<file path="src/rtl/alu_iter_mdu.sv">
// alu_iter_mdu: EX-stage integer unit. Single-cycle R-type ALU ops plus
// iterative (one bit per clock) multiply and restoring divide.
// Ports:
//   clk, rst_n            clock, async active-low reset
//   flush                 synchronous abort of any in-flight op
//   in_valid/in_ready     request handshake; op_sel, rs1_data, rs2_data, in_tag
//   out_valid/out_ready   result handshake; rd_data, out_tag, illegal_op
//   busy                  unit is not idle
module alu_iter_mdu #(
   parameter int unsigned XLEN = 32,
   parameter int unsigned TAGW = 5
) (
   input  logic            clk,
   input  logic            rst_n,
   input  logic            flush,
   input  logic            in_valid,
   output logic            in_ready,
   input  logic [4:0]      op_sel,
   input  logic [XLEN-1:0] rs1_data,
   input  logic [XLEN-1:0] rs2_data,
   input  logic [TAGW-1:0] in_tag,
   output logic            out_valid,
   input  logic            out_ready,
   output logic [XLEN-1:0] rd_data,
   output logic [TAGW-1:0] out_tag,
   output logic            illegal_op,
   output logic            busy
);

   localparam int unsigned SW = $clog2(XLEN);
   localparam int unsigned PW = 2 * XLEN;

   localparam logic [4:0] OP_ADD   = 5'b00000;
   localparam logic [4:0] OP_SUB   = 5'b00001;
   localparam logic [4:0] OP_AND   = 5'b00010;
   localparam logic [4:0] OP_OR    = 5'b00011;
   localparam logic [4:0] OP_XOR   = 5'b00100;
   localparam logic [4:0] OP_SLL   = 5'b00101;
   localparam logic [4:0] OP_SRL   = 5'b00110;
   localparam logic [4:0] OP_SRA   = 5'b00111;
   localparam logic [4:0] OP_SLT   = 5'b01000;
   localparam logic [4:0] OP_SLTU  = 5'b01001;
   localparam logic [4:0] OP_MUL   = 5'b11001;
   localparam logic [4:0] OP_MULH  = 5'b11010;
   localparam logic [4:0] OP_MULHU = 5'b11011;
   localparam logic [4:0] OP_DIV   = 5'b11100;
   localparam logic [4:0] OP_DIVU  = 5'b11101;
   localparam logic [4:0] OP_REM   = 5'b11110;
   localparam logic [4:0] OP_REMU  = 5'b11111;

   localparam logic [XLEN-1:0] MOST_NEG = {1'b1, {(XLEN-1){1'b0}}};

   typedef enum logic [1:0] {IDLE, BUSY, DONE} state_t;

   state_t            state;
   logic [SW-1:0]     cnt;
   logic [4:0]        op_q;
   logic              neg_q;
   logic [XLEN-1:0]   opnd_q;   // |A| for multiply, |B| (divisor) for divide
   logic [PW-1:0]     prod_q;   // mul: {acc, multiplier}; div: {remainder, dividend/quotient}

   // Request decode and single-cycle results
   logic              is_alu, is_mul, is_div, sgn_op, sa, sb, div_fast;
   logic [XLEN-1:0]   alu_res, fast_res, abs_a, abs_b;
   logic [SW-1:0]     sh;

   always_comb begin
      is_alu   = 1'b0;
      is_mul   = 1'b0;
      is_div   = 1'b0;
      alu_res  = '0;
      fast_res = '0;
      sh       = rs2_data[SW-1:0];
      case (op_sel)
         OP_ADD:  begin is_alu = 1'b1; alu_res = rs1_data + rs2_data; end
         OP_SUB:  begin is_alu = 1'b1; alu_res = rs1_data - rs2_data; end
         OP_AND:  begin is_alu = 1'b1; alu_res = rs1_data & rs2_data; end
         OP_OR:   begin is_alu = 1'b1; alu_res = rs1_data | rs2_data; end
         OP_XOR:  begin is_alu = 1'b1; alu_res = rs1_data ^ rs2_data; end
         OP_SLL:  begin is_alu = 1'b1; alu_res = rs1_data << sh; end
         OP_SRL:  begin is_alu = 1'b1; alu_res = rs1_data >> sh; end
         OP_SRA:  begin is_alu = 1'b1; alu_res = XLEN'($signed(rs1_data) >>> sh); end
         OP_SLT:  begin is_alu = 1'b1; alu_res = XLEN'($signed(rs1_data) < $signed(rs2_data)); end
         OP_SLTU: begin is_alu = 1'b1; alu_res = XLEN'(rs1_data < rs2_data); end
         OP_MUL, OP_MULH, OP_MULHU:        is_mul = 1'b1;
         OP_DIV, OP_DIVU, OP_REM, OP_REMU: is_div = 1'b1;
         default: ;
      endcase
      sgn_op = (op_sel == OP_MUL) || (op_sel == OP_MULH) ||
               (op_sel == OP_DIV) || (op_sel == OP_REM);
      sa     = sgn_op & rs1_data[XLEN-1];
      sb     = sgn_op & rs2_data[XLEN-1];
      abs_a  = sa ? -rs1_data : rs1_data;
      abs_b  = sb ? -rs2_data : rs2_data;
      // Divide by zero and signed overflow resolve without iterating
      div_fast = 1'b0;
      if (is_div && (rs2_data == '0)) begin
         div_fast = 1'b1;
         fast_res = op_sel[1] ? rs1_data : '1;
      end else if (is_div && sgn_op && (rs1_data == MOST_NEG) && (rs2_data == '1)) begin
         div_fast = 1'b1;
         fast_res = op_sel[1] ? '0 : MOST_NEG;
      end
   end

   // One iteration step of shift-add multiply or restoring divide
   logic [XLEN-1:0] addend;
   logic [XLEN:0]   mul_sum, rem_sh, div_trial;
   logic [PW-1:0]   prod_nx, prod_fin;
   logic [XLEN-1:0] quo, rem, fin_res;

   always_comb begin
      addend    = prod_q[0] ? opnd_q : '0;
      mul_sum   = {1'b0, prod_q[PW-1:XLEN]} + {1'b0, addend};
      rem_sh    = {prod_q[PW-1:XLEN], prod_q[XLEN-1]};
      div_trial = rem_sh - {1'b0, opnd_q};
      if (op_q[2]) begin
         if (div_trial[XLEN]) prod_nx = {rem_sh[XLEN-1:0], prod_q[XLEN-2:0], 1'b0};
         else                 prod_nx = {div_trial[XLEN-1:0], prod_q[XLEN-2:0], 1'b1};
      end else begin
         prod_nx = {mul_sum, prod_q[XLEN-1:1]};
      end
      prod_fin = neg_q ? -prod_nx : prod_nx;
      quo      = prod_nx[XLEN-1:0];
      rem      = prod_nx[PW-1:XLEN];
      case (op_q)
         OP_MUL:           fin_res = prod_fin[XLEN-1:0];
         OP_MULH, OP_MULHU: fin_res = prod_fin[PW-1:XLEN];
         OP_DIV, OP_DIVU:  fin_res = neg_q ? -quo : quo;
         default:          fin_res = neg_q ? -rem : rem;
      endcase
   end

   // Control FSM with registered result, tag and illegal flag
   always_ff @(posedge clk or negedge rst_n) begin
      if (!rst_n) begin
         state      <= IDLE;
         cnt        <= '0;
         op_q       <= '0;
         neg_q      <= 1'b0;
         opnd_q     <= '0;
         prod_q     <= '0;
         rd_data    <= '0;
         out_tag    <= '0;
         illegal_op <= 1'b0;
      end else if (flush) begin
         state <= IDLE;
         cnt   <= '0;
      end else begin
         case (state)
            IDLE: if (in_valid) begin
               out_tag <= in_tag;
               op_q    <= op_sel;
               if ((is_mul || is_div) && !div_fast) begin
                  state      <= BUSY;
                  cnt        <= '0;
                  illegal_op <= 1'b0;
                  opnd_q     <= is_mul ? abs_a : abs_b;
                  prod_q     <= {{XLEN{1'b0}}, (is_mul ? abs_b : abs_a)};
                  // Remainder takes the dividend sign; everything else sA^sB
                  neg_q      <= (is_div && op_sel[1]) ? sa : (sa ^ sb);
               end else begin
                  state      <= DONE;
                  rd_data    <= is_alu ? alu_res : (is_div ? fast_res : '0);
                  illegal_op <= !(is_alu || is_mul || is_div);
               end
            end
            BUSY: begin
               prod_q <= prod_nx;
               if (cnt == SW'(XLEN - 1)) begin
                  state   <= DONE;
                  cnt     <= '0;
                  rd_data <= fin_res;
               end else begin
                  cnt <= cnt + SW'(1);
               end
            end
            DONE: if (out_ready) state <= IDLE;
            default: state <= IDLE;
         endcase
      end
   end

   assign in_ready  = rst_n && (state == IDLE);
   assign out_valid = (state == DONE);
   assign busy      = (state != IDLE);

endmodule

</file>
<file path="config.mk">
export PLATFORM = sky130hd
export DESIGN_NAME = alu_iter_mdu
export DESIGN_NICKNAME = d
export VERILOG_FILES = /design/src/rtl/alu_iter_mdu.sv
export SDC_FILE = /design/constraint.sdc
export NUM_CORES = 1
export LEC_CHECK = 0
export ABC_CLOCK_PERIOD_IN_PS = 5800
export BUFFER_PORTS_ARGS = -buffer_cell sky130_fd_sc_hd__buf_2
export CORE_AREA = 2 2 232 234
export DETAILED_ROUTE_END_ITERATION = 10
export DIE_AREA = 0 0 234 236
export PLACE_DENSITY_LB_ADDON = 0.05
export REMOVE_ABC_BUFFERS = 1
export SLEW_MARGIN = 20
export SYNTH_ARGS = -nofsm -noshare
export SYNTH_HDL_FRONTEND = slang
export SYNTH_SLANG_ARGS = --single-unit
</file>
<file path="constraint.sdc">
create_clock -name clk -period 5.8 [get_ports clk]
set_clock_uncertainty 0.05 [all_clocks]
set_input_delay 0.29 -clock clk [delete_from_list [all_inputs] [get_ports clk]]
set_output_delay 0.29 -clock clk [all_outputs]
set_load 0.02 [all_outputs]
</file>
==> out/qor.csv <==
stage,metric,value,unit
worst_setup_path,Reg-to-Reg Start,prod_q[31],
pwr,VDD IR-drop max,0.210,mV
pwr,Power Total,8.58,mW
logic_synthesis,"Seq/Total Area, Yosys",15.3,%
logic_synthesis,Synth Area in Compound Gates,31.9,%
logic_synthesis,syn avg cell area,7.17,um2
grt,antenna violations before repair,2,
logic_synthesis,Synth top area share,15.3,%
die,die extent in x,234,um
detailed_routing,Post-Route WL,114,mm
worst_setup_path,CP Class,reg2reg,
sta,Max-slew headroom,33.1,%
logic_synthesis,Synth Area in Simple Gates,22.0,%
worst_setup_path,CP Launch Type,flip-flop,
logic_synthesis,Synth area leaders,"dfrtp_1 (15%), ha_1 (8.8%), o21ai_0 (8.1%)",
worst_setup_path,worst endpoint required time,6.09,ns
clock_tree,clk slew on worst S/H paths,0.07,ns
worst_setup_path,largest delay contributor family on the critical path,simple AND/OR/NAND/NOR gates,
detailed_routing,DRT Pass-1 Iters,6,
detailed_routing,DRT antenna net count,0,
place,DP Area,25500,um2
worst_setup_path,Critical Path Start,prod_q[31],
job,Max-Cap Viols,0,
clock_tree,H-Tree Depth,4,
hold_path,Worst Hold Class,in2reg,
detailed_routing,initial DRC count,3369,
worst_setup_path,R2R Setup Slk,0.27,ns
logic_synthesis,post-synthesis mux area share,9.23,%
clock_tree,clock buffer depth,2,
sta,RSZ-0062 raised after global routing,no,
clock_tree,clock insertion delay at the later pin of the skew report,0.46,ns
sta,worst slew pin tran,0.998,ns
sta,final hold slack,0.0121,ns
clock_tree,CTS root buf,clkbuf_16,
detailed_routing,vias per cell,6.74,
worst_setup_path,"Max FO, Critical Path",7,
logic_synthesis,Synth area leader,dfrtp_1,
sta,TNS Setup,0,ns
detailed_routing,vias,27500,
place,Placed Cells,4038,
grt,largest net degree at the start of global routing,84,
logic_synthesis,yosys warns,0,
logic_synthesis,XOR/XNOR share of the synthesized area,6.23,%
hold_path,hold path start,in_tag[1],
sta,clock period minus final worst setup slack,5.53,ns
die,Die Footprint,55200,um2
clock_tree,# clock sinks,147,
logic_synthesis,"top cells by count, synth","o21ai_0 (387), nand2_1 (350), nor2_1 (301), a21oi_1 (281), clkbuf_1 (186)",
cells_and_area,nets,3618,
logic_synthesis,main combinational cell family by area after synthesis,compound AO/OA/AOI/OAI gates,
die,FP Rows,85,
worst_setup_path,Max stage delay on crit path,0.58,ns
worst_setup_path,"Max stage delay cell, worst path",nand4_1,
clock_tree,CTS Buf Count,17,
die,core area,53100,um2
sta,final worst-path cycle share,95.3,%
logic_synthesis,Synth Register Bits,147,
cells_and_area,Finished Layout Cells,4077,
sta,Max Slew Vio Count,0,
worst_setup_path,Critical path buffers and inverters,3,
logic_synthesis,cell count after synthesis,3352,
logic_synthesis,"FFs w/ async S/R, synth",100,%
status,status,"complete, no violations",
place,GPL Wtd Cong,1.05,
cells_and_area,final instance area,26100,um2
grt,vias in the first global route,26100,
grt,GR Overflow Total,0,
pwr,PwrDens,329,nW/um2
grt,GRT Util Overall,40.3,%
sta,final hold violation count,0,
detailed_routing,WL/cell,27.9,um
worst_setup_path,CP Data Arrival Time,5.82,ns
logic_synthesis,Post-synth EDFFs,0,
clock_tree,CTS tree,yes,
logic_synthesis,"count leader, synth",o21ai_0,
worst_setup_path,crit path cell chain,inv_1 -> ha_1 -> inv_1 -> fa_1 -> a211o_1 -> a2111oi_4 -> o21ai_2 -> buf_4 -> and3_1 -> nor3_4 -> mux2i_1 -> nand3_2 -> nor4_4 -> nand4_1 -> o21ai_0 -> xnor2_1 -> a2bb2oi_1 -> a21oi_1,
detailed_routing,DRC viols,0,
worst_setup_path,"Top cell by count, worst path",inv_1,
die,Die Ht,236,um
place,number of port buffers,119,
cells_and_area,share of cells above drive strength 1,11.6,%
die,Ports,120,
logic_synthesis,commonest register cell after synthesis,dfrtp_1,
logic_synthesis,Cell variety after synth,104,
logic_synthesis,Netlist Area Pre-Place,24000,um2
worst_setup_path,Crit. End Element,flip-flop,
cells_and_area,synth-to-layout area growth,8.73,%
pwr,Pleak,11.3,nW
place,post-DP HPWL,89.0,mm
sta,upper clock frequency limit,0.181,GHz
die,Initial Util,45.3,%
sta,"Setup violations, final",0,
logic_synthesis,Post-Synth Adder-Cell Area,9.08,%
grt,first-pass GRT wire length,167,mm
[where the power goes]
| part | total [mW] | switching (mW) | leakage [nW] | internal (mW) |
|---|---|---|---|---|
| clock network | 1.13 | 0.522 | 0.267 | 0.607 |
| registers | 1.67 | 0.356 | 1.86 | 1.32 |
| logic | 5.78 | 3.70 | 9.14 | 2.08 |
| total | 8.58 | 4.58 | 11.3 | 4.00 |
[cell type report]
type | count | area (um2)
clock inverter | 13 | 123
inverter | 162 | 608
antenna | 1 | 2.50
timing repair buffer | 226 | 1460
fill | 5465 | 26900
clock buffer | 19 | 443
multi-input combinational | 2813 | 18900
tap | 696 | 871
sequential | 147 | 3680
[layer usage]
metal | GRT usage, % | up-vias | wire, um
met1 | 50.4 | 13300 | 44900
li1 | - | 12400 | -
met2 | 65.8 | 1438 | 52200
met4 | 22.7 | 0 | 7640
met5 | 0 | - | 0
met3 | 6.30 | 363 | 8780
[placed cells by master (no fill, tap or decap), types with 35 or more instances in the layout]
| cell | count |
|---|---|
| a211oi_1 | 35 |
| a21o_1 | 45 |
| a21oi_1 | 281 |
| and2_1 | 41 |
| buf_2 | 116 |
| buf_4 | 101 |
| dfrtp_1 | 145 |
| ha_1 | 168 |
| inv_1 | 160 |
| mux2i_1 | 133 |
| nand2_1 | 348 |
| nand3_1 | 62 |
| nand4_1 | 49 |
| nor2_1 | 300 |
| nor3_1 | 75 |
| o211ai_1 | 41 |
| o21ai_0 | 386 |
| o31ai_1 | 36 |
| xnor2_1 | 128 |
| xor2_1 | 43 |
[registers in the layout (all words and copies together), names as in the netlist]
name,cells
cnt,5
illegal_op,1
neg_q,1
op_q,5
opnd_q,32
out_tag,5
prod_q,64
rd_data,32
state,2
[kinds of logic (layout without fill, tap and decap cells)]
kind of cell / count (synthesis) / count (layout)
buffers and inverters: 392 / 420
adder cells (fa/ha/maj): 172 / 172
AO/OA/AOI/OAI: 1191 / 1191
AND/OR/NAND/NOR: 1089 / 1089
other: 0 / 1
multiplexers: 190 / 190
flip-flops: 147 / 147
XOR/XNOR: 171 / 171
[metrics by stage]
| step | util (%) | setup WS (ns) |
|---|---|---|
| after floorplan | - | -1.76 |
| after global placement | 48.0 | 0.138 |
| after detailed placement | 48.0 | 0.0428 |
| after CTS | 49.1 | 0.00903 |
| after global routing | 49.2 | 0.00198 |
| final | 49.2 | 0.271 |
[path summary, 6_finish.rpt]
kind,end,cells past startpoint
max,rd_data[19],18
min,out_tag[1],2
max reg2reg,rd_data[19],18
min reg2reg,rd_data[3],2
max in group asynchronous,op_q[2],3
min in group asynchronous,opnd_q[30],2
[what timing repair did]
item,in CTS,in global routing
endpoints found under the setup margin,0,15
hold buffers,5,0
resized for setup,0,8
endpoints found under the hold margin,52,0
buffers inserted,0,1
(Power assumes the default switching activity.)
